$ cat src/rtl/pc_sequencer.sv
// Next-PC controller: chooses PC register data/enable and drives the
// fetch-valid, flush, halted and misaligned status toward fetch/decode.
module pc_sequencer #(
    parameter int               WIDTH        = 32,
    parameter int               PC_STEP      = 4,
    parameter logic [WIDTH-1:0] TRAP_VECTOR  = 32'h0000_0100,
    parameter int               BOOT_CYCLES  = 1,
    parameter int               FLUSH_CYCLES = 2
) (
    input  logic             clk,
    input  logic             rst,
    input  logic [WIDTH-1:0] pc_current,
    input  logic             stall,
    input  logic             branch_taken,
    input  logic [WIDTH-1:0] branch_target,
    input  logic             jump,
    input  logic [WIDTH-1:0] jump_target,
    input  logic             trap,
    input  logic             halt_req,
    input  logic             resume,
    output logic [WIDTH-1:0] pc_next,
    output logic             pc_enable,
    output logic             fetch_valid,
    output logic             flush,
    output logic             halted,
    output logic             misaligned
);

    localparam int CMAX = (BOOT_CYCLES > FLUSH_CYCLES) ? BOOT_CYCLES : FLUSH_CYCLES;
    localparam int CW   = (CMAX > 1) ? $clog2(CMAX) : 1;

    localparam logic [CW-1:0]    BOOT_LOAD  = CW'(BOOT_CYCLES - 1);
    localparam logic [CW-1:0]    FLUSH_LOAD = CW'(FLUSH_CYCLES - 1);
    localparam logic [WIDTH-1:0] STEP       = WIDTH'(PC_STEP);

    typedef enum logic [1:0] {
        BOOT,
        RUN,
        FLUSH,
        HALT
    } state_t;

    state_t           state, state_nx;
    logic [CW-1:0]    cnt, cnt_nx;
    logic             mis_nx;
    logic [WIDTH-1:0] tgt;

    always_ff @(posedge clk or posedge rst) begin
        if (rst) begin
            state      <= BOOT;
            cnt        <= BOOT_LOAD;
            misaligned <= 1'b0;
        end else begin
            state      <= state_nx;
            cnt        <= cnt_nx;
            misaligned <= mis_nx;
        end
    end

    // jump outranks branch when both redirect in the same cycle
    assign tgt = jump ? jump_target : branch_target;

    always_comb begin
        state_nx    = state;
        cnt_nx      = cnt;
        mis_nx      = 1'b0;
        pc_next     = pc_current;
        pc_enable   = 1'b0;
        fetch_valid = 1'b0;
        flush       = 1'b0;
        halted      = 1'b0;
        unique case (state)
            BOOT: begin
                pc_next = '0;
                if (cnt == '0) state_nx = RUN;
                else           cnt_nx   = cnt - CW'(1);
            end
            RUN: begin
                fetch_valid = 1'b1;
                if (trap) begin
                    pc_next   = TRAP_VECTOR;
                    pc_enable = 1'b1;
                    state_nx  = FLUSH;
                    cnt_nx    = FLUSH_LOAD;
                end else if (jump || branch_taken) begin
                    pc_next   = {tgt[WIDTH-1:2], 2'b00};
                    pc_enable = 1'b1;
                    state_nx  = FLUSH;
                    cnt_nx    = FLUSH_LOAD;
                    mis_nx    = |tgt[1:0];
                end else if (halt_req) begin
                    state_nx = HALT;
                end else if (!stall) begin
                    pc_next   = pc_current + STEP;
                    pc_enable = 1'b1;
                end
            end
            FLUSH: begin
                flush = 1'b1;
                // only a trap may restart the squash window
                if (trap) begin
                    pc_next   = TRAP_VECTOR;
                    pc_enable = 1'b1;
                    cnt_nx    = FLUSH_LOAD;
                end else if (cnt == '0) begin
                    state_nx = RUN;
                end else begin
                    cnt_nx = cnt - CW'(1);
                end
            end
            HALT: begin
                halted = 1'b1;
                if (trap) begin
                    pc_next   = TRAP_VECTOR;
                    pc_enable = 1'b1;
                    state_nx  = FLUSH;
                    cnt_nx    = FLUSH_LOAD;
                end else if (resume) begin
                    state_nx = RUN;
                end
            end
            default: state_nx = BOOT;
        endcase
    end

endmodule

$ cat config.mk
export PLATFORM = sky130hd
export DESIGN_NAME = pc_sequencer
export DESIGN_NICKNAME = d
export VERILOG_FILES = /design/src/rtl/pc_sequencer.sv
export SDC_FILE = /design/constraint.sdc
export NUM_CORES = 1
export LEC_CHECK = 0
export ABC_CLOCK_PERIOD_IN_PS = 2000
export CAP_MARGIN = 20
export CELL_PAD_IN_SITES_DETAIL_PLACEMENT = 1
export CELL_PAD_IN_SITES_GLOBAL_PLACEMENT = 1
export CORE_MARGIN = 4
export CORE_UTILIZATION = 19
export CTS_CLUSTER_DIAMETER = 120
export DETAILED_ROUTE_END_ITERATION = 12
export GPL_ROUTABILITY_DRIVEN = 0
export PLACE_DENSITY_LB_ADDON = 0.1
export SETUP_SLACK_MARGIN = 0.05
export SYNTH_ARGS = -nofsm -noshare
export SYNTH_HDL_FRONTEND = slang
export SYNTH_SLANG_ARGS = --single-unit
export TNS_END_PERCENT = 50
$ cat constraint.sdc
create_clock -name clk -period 2 [get_ports clk]
set_input_delay 0.3 -clock clk [delete_from_list [all_inputs] [get_ports clk]]
set_output_delay 0.3 -clock clk [all_outputs]
set_load 0.01 [all_outputs]
* After elaboration in Yosys (flattened, before gate mapping)
Index checks and enable logic that the tools add are counted.
Storage, ports and cells: register bits 4, input port bits 104, output and inout port bits 37
Cells by class: $add $sub $neg 2, equal/unequal tests 8, mux-type cells 33, reductions and logical operators 6
Operators with widths (count):
- two-way mux 32 bit | 6
- one-hot mux 32 bit (3 select lines) | 1
- adder 32 x 3 -> 32 bit (second input constant) | 1
- two-way mux 1 bit | 16
- two-way mux 2 bit | 7
- one-hot mux 2 bit (4 select lines) | 1
- inequality test 3 bit (second input constant) | 2
- equality test 2 bit (second input constant) | 2
- inequality test 2 bit (second input constant) | 2
- inequality test 4 bit (second input constant) | 1
- one-hot mux 1 bit (4 select lines) | 1
- OR reduction 2 bit | 2
- AND reduction 3 bit | 1
- equality test 2 x 1 -> 1 bit (second input constant) | 1
- logical NOT 2 bit | 1
- one-hot mux 1 bit (2 select lines) | 1
- AND reduction 2 bit | 1
- logical OR 1 bit | 1
- subtractor 1 bit (second input constant) | 1

* Depth between registers and ports, before layout
Gate-level depths: netlist of run 1.
depth after elaboration 6, mapped depth 7, depth with buffers taken out 6

* Worst setup path before layout of run 1
Ideal clock, no wire load.
path kind input to output, start point input pc_current[2], end point output pc_next[26], data arrival time 1889 ps, data required time 1700 ps, setup slack -189 ps, stages 6, buffers on the path 0, cells stage by stage ha_1 > or3b_4 > nor4_4 > nand2_2 > or4b_1 > nand3_1
On the way: cells in the longest elaborated chain, start to end 6
RTL lines:
- from (decl) | line 12 | input logic [WIDTH-1:0] pc_current,
- adder 32 x 3 -> 32 bit | line 94 | pc_next = pc_current + STEP;
- two-way mux 32 bit | line 93 | end else if (!stall) begin
- two-way mux 32 bit | line 91 | end else if (halt_req) begin
- two-way mux 32 bit | line 85 | end else if (jump || branch_taken) begin
- two-way mux 32 bit | line 80 | if (trap) begin
- one-hot mux 32 bit (3 select lines) | line 72 | unique case (state)
- to (decl) | line 21 | output logic [WIDTH-1:0] pc_next,
Every way passes these cells.

* Final worst setup path of run 1
start point input pc_current[2], end point output pc_next[28]
Same word-level chain as after synthesis.

==> impl_metrics.tcl, run 1 <==
set metrics [dict create \
    outcome "finished with violations" \
    violations "negative setup slack" \
    top_layer_used "met4" \
    synth_edf_count 0 \
    ant_nets 0 \
    min_period_ns 2.26 \
    critical_path_arrival_ns 1.96 \
    core_area_um2 8810 \
    die_area_um2 10800 \
    setup_violations 26 \
    seq_area_um2 101 \
    mostFrequentLayoutCell "buf_4" \
    syn_to_final_growth_pct 161 \
    htreeDepth 1 \
    drt-met1-wl_um 4790 \
    clock_sinks 4 \
    layout-drive-gt1-share_pct 44.2 \
    nFillCells 1070 \
    remaining_drc_errors 0 \
    switching_power_mw 0.986 \
    fin_nets 627 \
    synth.net_count 385 \
    fp-row-count 34 \
    peakVddDrop_mv 0.326 \
    multi_input_area_um2 1880 \
    max_cap_violations 0 \
    critPathKind "in2out" \
    avgViaCountPerCell 5.16 \
    fmax_ghz 0.442 \
    dp_cells 596 \
    synth_area_um2 1740 \
    ys_seq_area_share_pct 5.75 \
    maxSlewHeadroom_pct 77.9 \
    ctsHoldBuffers 0 \
    async_reset_ff_share_pct 100 \
    synthDistinctLibCells 48 \
    wl_met3_um 466 \
    postSynthCellCount 280 \
    num_antenna_cells 0 \
    grt_setup_unrepaired "true" \
    pwr_density_cell_nw_per_um2 504 \
    ctsLongestPathBuffers 2 \
    final_area_um2 4540 \
    dp_hpwl_um 8690 \
    cts.clk_slew.worst_paths_ns 0.03 \
    port_buffers 140 \
    num_vias 3239 \
    finalWirelength_um 11600 \
    final.setup_skew_ns 0.000892 \
    total_power_mw 2.29 \
    worst_pin_slew_ns 0.329 \
    critPathMaxFanout 4 \
    swShare_pct 43.1 \
    ys_warn_count 0 \
    critPathRequiredTime_ns 1.70 \
    final_max_slew_viol_count 0 \
    cts_tree "yes" \
    crit_top_cell "buf_6" \
    p_comb_share_pct 86.3 \
    ys_ff_latch 4 \
    p_int_mw 1.30 \
    worstHoldPathType "in2async" \
    synth_ff_type "dfrtp_1" \
    cp-start-kind "primary input" \
    final_cell_mix "85 x buf_4, 76 x clkdlybuf4s50_1, 33 x buf_6" \
    grt-ovfl-total 0 \
    drt_first_pass_iters 4 \
    syn_avg_cell_area_um2 6.22 \
    start_util_pct 19.8 \
    layout_worst_path_cycle_share_pct 113 \
    crit_chain "buf_8, ha_4, or3b_4, nor4_4, buf_6, nand2_4, or4b_4, nand3_2, buf_6" \
    drtIter0Drc 68 \
    grt_pass1_vias 3428 \
    grt_pass1_wl_um 17300 \
    num_io_pins 141 \
    power.share.clock_pct 7.5 \
    chipWidth_um 104 \
    cts_made_buffers 3 \
    setup_ws_ns -0.261 \
    wl_met2_um 6180 \
    slowest_delay_ns 0.51 \
    final_util_pct 51.6 \
    slowest_stage "or4b_4" \
    p_leak_nw 2.08 \
    avgRoutedWirePerCell_um 18.4 \
    antenna_found_initial 0 \
    seqPwrFrac_pct 6.2 \
    root_buffer "clkbuf_8" \
    finalHoldViolCount 0 \
    clk_latency_ns 0.22 \
    die_h_um 104 \
    place_area_um2 3920 \
    layout.cells.non_filler 628 \
    worst_setup_path_end_kind "primary output" \
    grt_max_degree 18 \
    grtUsageTotal_pct 19.2 \
]
-- path summary, 6_finish.rpt --
path,startpoint,to,slack (ns),cells after the start
max,pc_current[2],pc_next[28],-0.26,9
min,rst,misaligned$_DFF_PP0_,0.28,2
max reg2reg,state[1]$_DFFE_PP0P_,state[1]$_DFFE_PP0P_,0.67,7
min reg2reg,cnt$_DFFE_PP0P_,cnt$_DFFE_PP0P_,0.55,2
max in group asynchronous,rst,state[1]$_DFFE_PP0P_,1.54,2
min in group clk,cnt$_DFFE_PP0P_,cnt$_DFFE_PP0P_,0.55,2
-- layout make-up --
cell class	count	share of cell area [%]
repair buffers	257	51.0
inverters	17	1.40
well taps	108	2.98
flip-flops and latches	4	2.23
multi-input cells	239	41.5
clock buffers	3	0.909
-- metrics by stage --
stage / setup slack [ns] / hold slack, ns / TNS (ns)
after CTS: -0.366 / 0.288 / -4.71
final: -0.261 / 0.284 / -3.45
after global routing: -0.360 / 0.309 / -6.35
after floorplan: -0.0411 / 0.0661 / -0.0978
after global placement: -1.12 / 0.506 / -27.42
after detailed placement: -1.14 / 0.512 / -28.63
-- power by group through the flow --
stage | sequential [mW] | clock, mW | combinational, mW
2_1_floorplan | 0.132 | 0 | 0.712
3_3_place_gp | 0.139 | 0 | 1.76
3_5_place_dp | 0.141 | 0 | 1.79
4_1_cts | 0.145 | 0.175 | 1.80
5_1_grt | 0.147 | 0.187 | 2.13
6_report | 0.143 | 0.172 | 1.97
-- cell usage after synthesis, types with 2 or more instances --
| cell | number | area [um2] |
|---|---|---|
| a21o_1 | 2 | 15.0 |
| a21oi_1 | 15 | 75.1 |
| a22o_1 | 2 | 17.5 |
| a22oi_1 | 9 | 67.6 |
| a31oi_1 | 6 | 37.5 |
| a41oi_1 | 5 | 43.8 |
| and2_1 | 4 | 25.0 |
| and3_1 | 4 | 25.0 |
| and4_1 | 2 | 17.5 |
| buf_4 | 2 | 15.0 |
| clkbuf_1 | 16 | 60.1 |
| dfrtp_1 | 4 | 100 |
| inv_1 | 17 | 63.8 |
| mux2i_1 | 2 | 20.0 |
| nand2_1 | 17 | 63.8 |
| nand2_2 | 2 | 12.5 |
| nand2b_1 | 3 | 18.8 |
| nand3_1 | 16 | 80.1 |
| nand4_1 | 8 | 50.1 |
| nand4b_1 | 2 | 17.5 |
| nor2_1 | 28 | 105 |
| nor2b_1 | 6 | 37.5 |
| nor3_1 | 5 | 25.0 |
| nor4_4 | 2 | 42.5 |
| o211ai_1 | 5 | 37.5 |
| o21a_1 | 3 | 22.5 |
| o21ai_0 | 38 | 190 |
| o221ai_1 | 20 | 175 |
| o22ai_1 | 10 | 62.6 |
| o2bb2ai_1 | 3 | 26.3 |
| or3_1 | 2 | 12.5 |
| or4b_1 | 4 | 40.0 |
-- layer usage --
metal,GRT usage (%),vias up
met2,37.0,90
met3,3.36,16
met5,0,-
met1,22.5,1539
li1,-,1594
met4,2.66,0
-- registers in the layout, indices dropped and copies added (netlist names) --
signal	cells
state	2
cnt	1
misaligned	1
-- critical path: cells and delay by family --
kind,cells,cell delay (ns)
AND/OR/NAND/NOR,5,1.19
adder cells (fa/ha/maj),1,0.12
buffers and inverters,3,0.35
-- repair_timing --
item                                    4_1_cts  5_1_grt
gates resized for setup                     242      106
pin swaps                                    31       33
endpoints found under the setup margin       33       35
hold endpoints to repair                      0        0
setup buffers                                16       15
cloned                                        1        1
-- cells by family after synthesis --
logic type | synth area share [%]
flip-flops | 5.75
AO/OA/AOI/OAI | 46.4
AND/OR/NAND/NOR | 37.0
XOR/XNOR | 0.503
adder cells (fa/ha/maj) | 0.718
multiplexers | 1.15
buffers and inverters | 8.48
Note: power is estimated with default switching activity, not from simulation.
==> inputs of run 2 (changes only) <==
--- a/config.mk
+++ b/config.mk
@@ -11,10 +11,10 @@
 export CELL_PAD_IN_SITES_GLOBAL_PLACEMENT = 1
 export CORE_MARGIN = 4
 export CORE_UTILIZATION = 19
-export CTS_CLUSTER_DIAMETER = 120
 export DETAILED_ROUTE_END_ITERATION = 12
 export GPL_ROUTABILITY_DRIVEN = 0
 export PLACE_DENSITY_LB_ADDON = 0.1
+export REMOVE_ABC_BUFFERS = 1
 export SETUP_SLACK_MARGIN = 0.05
 export SYNTH_ARGS = -nofsm -noshare
 export SYNTH_HDL_FRONTEND = slang
==> run 2 against run 1 <==
Fmax fell by 4.6%. Cell count is 0.96% higher. Setup slack got worse by 0.11 ns. Critical endpoint unchanged. Routed wire length increased by 4.8%. Final area shrank 0.19%. Combinational power grew 4%. First-iteration DRC count up 21%. The flow still finishes with violations (negative setup slack). Largest cell class unchanged.
==> impl_metrics.tcl, run 2 (same netlist as run 1, synthesis figures left out) <==
set metrics [dict create \
    port_buffers 140 \
    grt_pass1_vias 3620 \
    pwr_density_cell_nw_per_um2 522 \
    cts.clk_slew.worst_paths_ns 0.03 \
    dp_hpwl_um 8820 \
    fp-row-count 34 \
    avgViaCountPerCell 5.25 \
    worst_setup_path_end_kind "primary output" \
    ctsLongestPathBuffers 2 \
    maxSlewHeadroom_pct 77.1 \
    avgRoutedWirePerCell_um 19.1 \
    num_vias 3328 \
    htreeDepth 1 \
    antenna_found_initial 1 \
    finalHoldViolCount 0 \
    layout_worst_path_cycle_share_pct 118 \
    critPathRequiredTime_ns 1.70 \
    die_h_um 104 \
    drtIter0Drc 82 \
    critPathKind "in2out" \
    fmax_ghz 0.422 \
    largest_reg_flops 2 \
    cts_tree "yes" \
    max_cap_violations 0 \
    core_area_um2 8810 \
    setup_violations 28 \
    p_leak_nw 2.08 \
    seq_area_um2 101 \
    num_io_pins 141 \
    final_cell_mix "93 x buf_4, 78 x clkdlybuf4s50_1, 29 x buf_6" \
    fin_nets 632 \
    clock_sinks 4 \
    die_area_um2 10800 \
    cp-start-kind "primary input" \
    grt_max_degree 17 \
    rr_startpoint "state[1]$_DFFE_PP0P_" \
    violations "negative setup slack" \
    reg_top3 "state (2), cnt (1), misaligned (1)" \
    grt-ovfl-total 0 \
    r2r_slack_ns 0.71 \
    clk_latency_ns 0.22 \
    setup_ws_ns -0.370 \
    final.setup_skew_ns 0.00331 \
    start_util_pct 19.8 \
    nFillCells 1088 \
    outcome "finished with violations" \
    worstHoldPathType "in2async" \
    grt_pass1_wl_um 18700 \
    multi_input_area_um2 1860 \
    chipWidth_um 104 \
    grtUsageTotal_pct 20.7 \
    peakVddDrop_mv 0.302 \
    critical_path_arrival_ns 2.07 \
    total_power_mw 2.36 \
    crit_start "pc_current[3]" \
    final_max_slew_viol_count 0 \
    root_buffer "clkbuf_8" \
    critPathMaxFanout 4 \
    min_period_ns 2.37 \
    tns_ns -3.88 \
    ctsHoldBuffers 0 \
    drt_first_pass_iters 4 \
    remaining_drc_errors 0 \
    cts_made_buffers 3 \
    layout-drive-gt1-share_pct 43.4 \
    grt_setup_unrepaired "true" \
    ant_nets 0 \
    mostFrequentLayoutCell "buf_4" \
    syn_to_final_growth_pct 160 \
    finalWirelength_um 12100 \
    regMostFlops "state" \
    worst_pin_slew_ns 0.341 \
]
==> run 2: layer usage <==
| metal | wire [um] | vias to the layer above | track usage, % |
|---|---|---|---|
| met5 | 0 | - | 0 |
| met4 | 180 | 0 | 3.51 |
| met3 | 581 | 15 | 3.54 |
| met2 | 6460 | 102 | 40.0 |
| met1 | 4910 | 1612 | 23.9 |
| li1 | - | 1599 | - |
==> run 2: metrics by stage <==
step / area, um2 / cells / util (%) / setup WS, ns / hold slack [ns]
3_5_place_dp: 3880 / 593 / 44.0 / -1.28 / 0.506
3_3_place_gp: 3880 / 593 / 44.0 / -1.23 / 0.506
5_1_grt: 4530 / 634 / 51.5 / -0.422 / 0.290
6_report: 4530 / 634 / 51.5 / -0.370 / 0.283
2_1_floorplan: 1660 / 260 / - / -0.958 / 0.0661
4_1_cts: 4200 / 615 / 47.7 / -0.395 / 0.275
==> run 2: repair_timing <==
action,4_1_cts,5_1_grt
gates resized for setup,236,94
pin swaps,30,22
gates cloned,1,0
endpoints found under the setup margin,33,32
buffers inserted,18,24
==> run 2: critical path, stage by stage <==
cell and delay [ns]:
buf_8 0.08, ha_4 0.12, or3b_4 0.40, nor4_4 0.15, buf_6 0.16, buf_6 0.10, nand2_4 0.04, or4b_1 0.51
nand3_1 0.09, buf_2 0.13
==> run 2: worst paths after layout <==
| kind | end | cells past startpoint |
|---|---|---|
| max | pc_next[28] | 10 |
| min reg2reg | cnt$_DFFE_PP0P_ | 2 |
| max reg2reg | state[1]$_DFFE_PP0P_ | 6 |
| min | misaligned$_DFF_PP0_ | 2 |
| min in group clk | cnt$_DFFE_PP0P_ | 2 |
| max in group asynchronous | state[1]$_DFFE_PP0P_ | 2 |
==> run 2: layout make-up <==
cell class | instances | share of cell area, %
diodes | 1 | 0.0552
flip-flops and latches | 4 | 2.24
clock buffers | 3 | 0.911
inverters | 17 | 1.46
multi-input cells | 239 | 41.1
repair buffers | 262 | 51.3
well taps | 108 | 2.98
==> run 2: power breakdown <==
part	total, mW	leakage, nW	internal, mW	switching, mW
Clock	0.173	0.0216	0.129	0.0447
Sequential	0.155	0.0487	0.117	0.0388
Combinational	2.04	2.01	1.10	0.939
Total	2.36	2.08	1.34	1.02
